### config.mk
export PLATFORM = sky130hd
export DESIGN_NAME = crop_bbox_scan
export DESIGN_NICKNAME = d
export VERILOG_FILES = /design/src/rtl/crop_bbox_scan.sv
export SDC_FILE = /design/constraint.sdc
export NUM_CORES = 1
export LEC_CHECK = 0
export CAP_MARGIN = 20
export CELL_PAD_IN_SITES_DETAIL_PLACEMENT = 1
export CELL_PAD_IN_SITES_GLOBAL_PLACEMENT = 2
export CORE_MARGIN = 8
export CORE_UTILIZATION = 32
export CTS_CLUSTER_DIAMETER = 120
export DETAILED_ROUTE_END_ITERATION = 8
export HOLD_SLACK_MARGIN = 0.1
export PLACE_DENSITY_LB_ADDON = 0.1
export SYNTH_ARGS = -nofsm -noshare
export SYNTH_HDL_FRONTEND = slang
export SYNTH_SLANG_ARGS = --single-unit
### constraint.sdc
create_clock -name iCLK -period 5 [get_ports iCLK]
set_clock_uncertainty 0.05 [all_clocks]
set_input_delay 1 -clock iCLK [delete_from_list [all_inputs] [get_ports iCLK]]
set_output_delay 1 -clock iCLK [all_outputs]
set_load 0.1 [all_outputs]
### src/rtl/crop_bbox_scan.sv
// crop_bbox_scan
// ---------------------------------------------------------------------------
// Streaming per-frame bounding-box extractor. Pixels arrive in raster order,
// qualified by iDVAL. Each pixel is tested against a threshold, with the
// polarity chosen by iPOL, and against a rectangular region of interest. The
// block tracks the min/max column and row of every matching pixel and also
// counts the matches. At the end of each frame it publishes the box, a found
// flag and the count, and pulses oFRAME_DONE.
//
// Ports
//   iCLK            clock
//   iRST            asynchronous active-low reset
//   iDVAL/iDATA     pixel valid / pixel value
//   iSOF            start-of-frame resync: zero the position, drop the
//                   partial frame and reload the configuration
//   iTHRESH, iPOL   threshold and polarity (0: iDATA<=iTHRESH, 1: iDATA>=iTHRESH)
//   iROI_X0/X1/Y0/Y1 inclusive ROI bounds
//   oDVAL           iDVAL delayed by one cycle
//   oXSTART/oXEND/oYSTART/oYEND  box of the last completed frame (0 if none)
//   oFOUND, oCOUNT  match flag and saturating match count of the last frame
//   oFRAME_DONE     one-cycle pulse when the results above update
// ---------------------------------------------------------------------------
module crop_bbox_scan #(
  parameter int DATA_W  = 10,
  parameter int COORD_W = 16,
  parameter int H_ACT   = 640,
  parameter int V_ACT   = 480,
  parameter int CNT_W   = 20
) (
  input  logic               iCLK,
  input  logic               iRST,
  input  logic               iDVAL,
  input  logic [DATA_W-1:0]  iDATA,
  input  logic               iSOF,
  input  logic [DATA_W-1:0]  iTHRESH,
  input  logic               iPOL,
  input  logic [COORD_W-1:0] iROI_X0,
  input  logic [COORD_W-1:0] iROI_X1,
  input  logic [COORD_W-1:0] iROI_Y0,
  input  logic [COORD_W-1:0] iROI_Y1,
  output logic               oDVAL,
  output logic [COORD_W-1:0] oXSTART,
  output logic [COORD_W-1:0] oXEND,
  output logic [COORD_W-1:0] oYSTART,
  output logic [COORD_W-1:0] oYEND,
  output logic               oFOUND,
  output logic [CNT_W-1:0]   oCOUNT,
  output logic               oFRAME_DONE
);

  localparam logic [COORD_W-1:0] X_LAST  = COORD_W'(H_ACT - 1);
  localparam logic [COORD_W-1:0] Y_LAST  = COORD_W'(V_ACT - 1);
  localparam logic [CNT_W-1:0]   CNT_MAX = '1;

  // Raster position
  logic [COORD_W-1:0] xReg, yReg, xNext, yNext;

  // Per-frame accumulators
  logic [COORD_W-1:0] minXReg, maxXReg, minYReg, maxYReg;
  logic [COORD_W-1:0] minXNext, maxXNext, minYNext, maxYNext;
  logic               foundReg, foundNext;
  logic [CNT_W-1:0]   cntReg, cntNext;

  // Configuration shadows. They are held for a whole frame so that port
  // changes made mid-frame only affect the next frame.
  logic [DATA_W-1:0]  threshReg;
  logic               polReg;
  logic [COORD_W-1:0] roiX0Reg, roiX1Reg, roiY0Reg, roiY1Reg;

  // Set by reset. The shadows then take the port values on the first clock.
  logic               loadPendReg;

  // Effective configuration and position for the current cycle
  logic               reload;
  logic [DATA_W-1:0]  threshCur;
  logic               polCur;
  logic [COORD_W-1:0] roiX0Cur, roiX1Cur, roiY0Cur, roiY1Cur;
  logic [COORD_W-1:0] xCur, yCur;
  logic               levelMatch, inRoi, qualify, lastPix, shadowLoad;

  always_comb begin
    // On a reload cycle the pixel is judged against the incoming config,
    // not the stale shadows, so bypass the shadow registers.
    reload    = loadPendReg | iSOF;
    threshCur = reload ? iTHRESH : threshReg;
    polCur    = reload ? iPOL    : polReg;
    roiX0Cur  = reload ? iROI_X0 : roiX0Reg;
    roiX1Cur  = reload ? iROI_X1 : roiX1Reg;
    roiY0Cur  = reload ? iROI_Y0 : roiY0Reg;
    roiY1Cur  = reload ? iROI_Y1 : roiY1Reg;

    // An SOF pixel is treated as (0,0) in a freshly cleared frame.
    xCur      = iSOF ? '0 : xReg;
    yCur      = iSOF ? '0 : yReg;
    minXNext  = iSOF ? '1 : minXReg;
    maxXNext  = iSOF ? '0 : maxXReg;
    minYNext  = iSOF ? '1 : minYReg;
    maxYNext  = iSOF ? '0 : maxYReg;
    foundNext = iSOF ? 1'b0 : foundReg;
    cntNext   = iSOF ? '0 : cntReg;

    levelMatch = polCur ? (iDATA >= threshCur) : (iDATA <= threshCur);
    inRoi      = (xCur >= roiX0Cur) && (xCur <= roiX1Cur) &&
                 (yCur >= roiY0Cur) && (yCur <= roiY1Cur);
    qualify    = iDVAL && levelMatch && inRoi;

    if (qualify) begin
      if (xCur < minXNext) minXNext = xCur;
      if (xCur > maxXNext) maxXNext = xCur;
      if (yCur < minYNext) minYNext = yCur;
      if (yCur > maxYNext) maxYNext = yCur;
      foundNext = 1'b1;
      if (cntNext != CNT_MAX) cntNext = cntNext + 1'b1;
    end

    lastPix = iDVAL && (xCur == X_LAST) && (yCur == Y_LAST);

    xNext = xCur;
    yNext = yCur;
    if (iDVAL) begin
      if (xCur == X_LAST) begin
        xNext = '0;
        yNext = (yCur == Y_LAST) ? '0 : yCur + 1'b1;
      end else begin
        xNext = xCur + 1'b1;
      end
    end

    shadowLoad = reload | lastPix;
  end

  always_ff @(posedge iCLK or negedge iRST) begin
    if (!iRST) begin
      oDVAL       <= 1'b0;
      xReg        <= '0;
      yReg        <= '0;
      minXReg     <= '1;
      maxXReg     <= '0;
      minYReg     <= '1;
      maxYReg     <= '0;
      foundReg    <= 1'b0;
      cntReg      <= '0;
      threshReg   <= '0;
      polReg      <= 1'b0;
      roiX0Reg    <= '0;
      roiX1Reg    <= '0;
      roiY0Reg    <= '0;
      roiY1Reg    <= '0;
      loadPendReg <= 1'b1;
      oXSTART     <= '0;
      oXEND       <= '0;
      oYSTART     <= '0;
      oYEND       <= '0;
      oFOUND      <= 1'b0;
      oCOUNT      <= '0;
      oFRAME_DONE <= 1'b0;
    end else begin
      oDVAL       <= iDVAL;
      loadPendReg <= 1'b0;
      xReg        <= xNext;
      yReg        <= yNext;
      oFRAME_DONE <= lastPix;

      if (shadowLoad) begin
        threshReg <= iTHRESH;
        polReg    <= iPOL;
        roiX0Reg  <= iROI_X0;
        roiX1Reg  <= iROI_X1;
        roiY0Reg  <= iROI_Y0;
        roiY1Reg  <= iROI_Y1;
      end

      if (lastPix) begin
        // Publish results that include the last pixel, then start a clean frame.
        oFOUND   <= foundNext;
        oXSTART  <= foundNext ? minXNext : '0;
        oXEND    <= foundNext ? maxXNext : '0;
        oYSTART  <= foundNext ? minYNext : '0;
        oYEND    <= foundNext ? maxYNext : '0;
        oCOUNT   <= foundNext ? cntNext  : '0;
        minXReg  <= '1;
        maxXReg  <= '0;
        minYReg  <= '1;
        maxYReg  <= '0;
        foundReg <= 1'b0;
        cntReg   <= '0;
      end else begin
        minXReg  <= minXNext;
        maxXReg  <= maxXNext;
        minYReg  <= minYNext;
        maxYReg  <= maxYNext;
        foundReg <= foundNext;
        cntReg   <= cntNext;
      end
    end
  end

endmodule

==> results.ini <==
[route]
ant_nets = 0
via_count = 12180
post_drt_wl_per_cell_um = 19.77
vias_per_cell = 4.966
first_pass_iters = 4
drc = 0
drt_iter0_markers = 461
wirelength_mm = 48.48

[sta]
finalSetupViolCount = 0
layout_worst_path_cycle_share = 0.8701
setup_tns_ns = 0
finalMaxSlewViolations = 0
fin_crit_ns = 4.350
tightestPinTransition_ns = 1.106
finalHoldViolCount = 0
rsz0062_at_grt = no
fmax_ghz = 0.2299
setup_ws_ns = 0.6497
max_slew_margin = 0.2601
hold_slack_ns = 0.4153

[final_layout]
layout.nets = 1991
post-route-util = 0.4064
final_cell_count_no_fill = 2452
multi_input_area_um2 = 8178
syn_to_final_growth_pct = 25.81
largestRegisters = cntReg: 20 flops, oCOUNT: 20 flops
drive_gt1_frac = 0.1242
antenna_cells = 0
fillers = 5489
final-seq-area_um2 = 7048

[worst_setup_path]
cp-end-kind = flop
critical_path_required_ns = 5.35
crit_path_cell_trace = buf_4, nor2_4, buf_4, mux2_2, ha_1, nand2b_1, a2111oi_0, o31ai_1, a21boi_0, o21ai_1, nand3_2, buf_12, nor4_1, mux2i_1, o21ai_1
cp_num_buf_inv = 3
cp.arrival_ns = 4.70
cp_max_fo = 29
crit_family = compound AO/OA/AOI/OAI gates
startpoint_type = input pin
cpMaxStageDelayCell = o21ai_1
max_stage_delay_ns = 0.41
critPathKind = in2reg

[min_path]
hp-class = reg2reg

[floorplan]
dieArea_um2 = 56670
die_y_um = 238.1
start_util = 0.3230
num_io_pins = 176
rows = 81
die_x_um = 238.1
core_um2 = 48850

[clock_network]
insertion_delay_ns = 0.54
path_clk_slew_ns = 0.06
cts_resized = 0
root_buffer = clkbuf_16
h-tree-depth = 2
post-cts-setup-buffers = 0
clk_path_buf_depth = 3
numCtsBuffers = 37
postCtsHoldBufs = 0
cts_tree = built
cts.sinks = 280

[power]
p_leak_nw = 9.121
switchingPower_mw = 1.267
p_sw_frac = 0.2353
power_frac_clock = 0.488
powerDensity_nw_per_um2 = 271.3
ir_worst_vdd_v = 0.0001607
pwr-share-comb = 0.076
p_int_mw = 4.119
p_seq_frac = 0.436

[global_route]
grt_use_total = 0.1740
antenna_found_initial = 0
met2_usage = 0.2730
grt_pass1_wl_mm = 78.46
gr-usage-met1 = 0.2444
grt_start_max_net_pins = 96
top_usage_layer = met2
met3_usage = 0.03184
grt_overflow = 0
grt_pass1_vias = 13290

[outcome]
status = completed

[synth]
ys_warn_count = 0
synth_area_leaders = dfrtp_1, ha_1, mux2i_1
async_flop_share = 1.000
seq_area_frac_synth = 0.4466
synth.top_cell.area_share = 0.3917
synth.net_count = 1774
synth_edf_count = 0
yosysTopAreaCell = dfrtp_1
ys_ff_latch = 280
synth_cells = 1546
syn_area_per_cell_um2 = 10.21
synth-main-ff-cell = dfrtp_1
yosysUniqueCellTypes = 77
synth.cell_area_um2 = 15780

[place]
hpwl_mm = 35.97
dp_slack_ns = 0.06036
port_buffers = 175
place_congestion = 0.7863
place_inst = 2388

[job]
drv_cap = 0

==> per-stage QoR <==
stage	cell area, um2	total power, mW
floorplan	15780	2.595
global placement	18680	2.798
detailed placement	18680	2.811
CTS	19850	5.513
global route	19850	5.635
finish	19850	5.386
==> path summary, 6_finish.rpt <==
kind	start	endpoint	slack (ns)	cells after the start
setup / recovery	iSOF	oCOUNT[10]	0.65	15
hold / removal	oXSTART[4]	oXSTART[4]	0.42	2
setup reg to reg	loadPendReg	oCOUNT[10]	0.95	14
hold reg to reg	oXSTART[4]	oXSTART[4]	0.42	2
max in group asynchronous	iRST	minXReg[5]	3.38	2
min in group asynchronous	iRST	oCOUNT[12]	0.47	1
==> Yosys cell counts, drive strengths merged, types with 8 or more instances <==
master and instances:
nand4 34, dfstp 33, nand3 39, nor3 19, xnor2 29, nor4 8, and3 13, clkbuf 36
a21o 23, nand2 196, a21oi 54, ha 139, nand2b 8, nor2b 70, dfrtp 247, nor2 123
buf 38, xor2 9, mux2i 103, o21ai 103, a22o 14, mux2 83, inv 42
==> worst register-to-register path, cell delays in order, from the launching register on <==
cell and delay [ns]:
dfstp_2 0.37, nor2_4 0.13, buf_4 0.38, mux2_2 0.40
ha_1 0.26, nand2b_1 0.09, a2111oi_0 0.09, o31ai_1 0.24
a21boi_0 0.14, o21ai_1 0.41, nand3_2 0.31, buf_12 0.26
nor4_1 0.36, mux2i_1 0.32, o21ai_1 0.11
==> layout make-up <==
| cell class | count | share of cell area |
|---|---|---|
| well taps | 664 | 0.04185 |
| clock buffers | 54 | 0.05288 |
| inverters | 43 | 0.008130 |
| flip-flops and latches | 280 | 0.3550 |
| repair buffers | 252 | 0.1238 |
| multi-input cells | 1149 | 0.4119 |
| clock inverters | 10 | 0.006428 |
==> cell usage in the layout, fill, tap and decap left out, drive strengths merged, types with 8 or more instances in the layout <==
cell type,instances
dfrtp,247
nand2,196
clkdlybuf4s50,173
ha,139
nor2,123
mux2i,103
o21ai,103
mux2,83
buf,79
nor2b,70
a21oi,54
clkbuf,54
inv,42
nand3,39
nand4,34
dfstp,33
xnor2,29
a21o,23
nor3,19
a22o,14
and3,13
xor2,9
nand2b,8
nor4,8
==> power groups by stage <==
stage	Sequential (mW)	Clock, mW	Combinational [mW]
floorplan	2.38	0	0.212
global placement	2.38	0	0.413
detailed placement	2.39	0	0.423
CTS	2.35	2.74	0.426
global route	2.35	2.82	0.462
finish	2.35	2.63	0.411
==> cell families (layout without fill, tap and decap cells) <==
| logic type | Yosys count | count (layout) | synth area share |
|---|---|---|---|
| AO/OA/AOI/OAI | 242 | 242 | 0.09372 |
| XOR/XNOR | 38 | 38 | 0.02109 |
| adder cells (fa/ha/maj) | 139 | 139 | 0.1102 |
| buffers and inverters | 117 | 359 | 0.03568 |
| flip-flops | 280 | 280 | 0.4466 |
| multiplexers | 186 | 186 | 0.1246 |
| other | 1 | 1 | 0.0002376 |
| AND/OR/NAND/NOR | 543 | 543 | 0.1679 |
==> routing by layer <==
layer | wire [um] | up-vias | part of all wire
met5 | 0 | - | 0
met4 | 1062 | 0 | 0.022
met3 | 1993 | 72 | 0.041
met2 | 21550 | 187 | 0.44
met1 | 23870 | 6050 | 0.49
li1 | - | 5868 | -
Note: power is estimated with default switching activity, not from simulation.
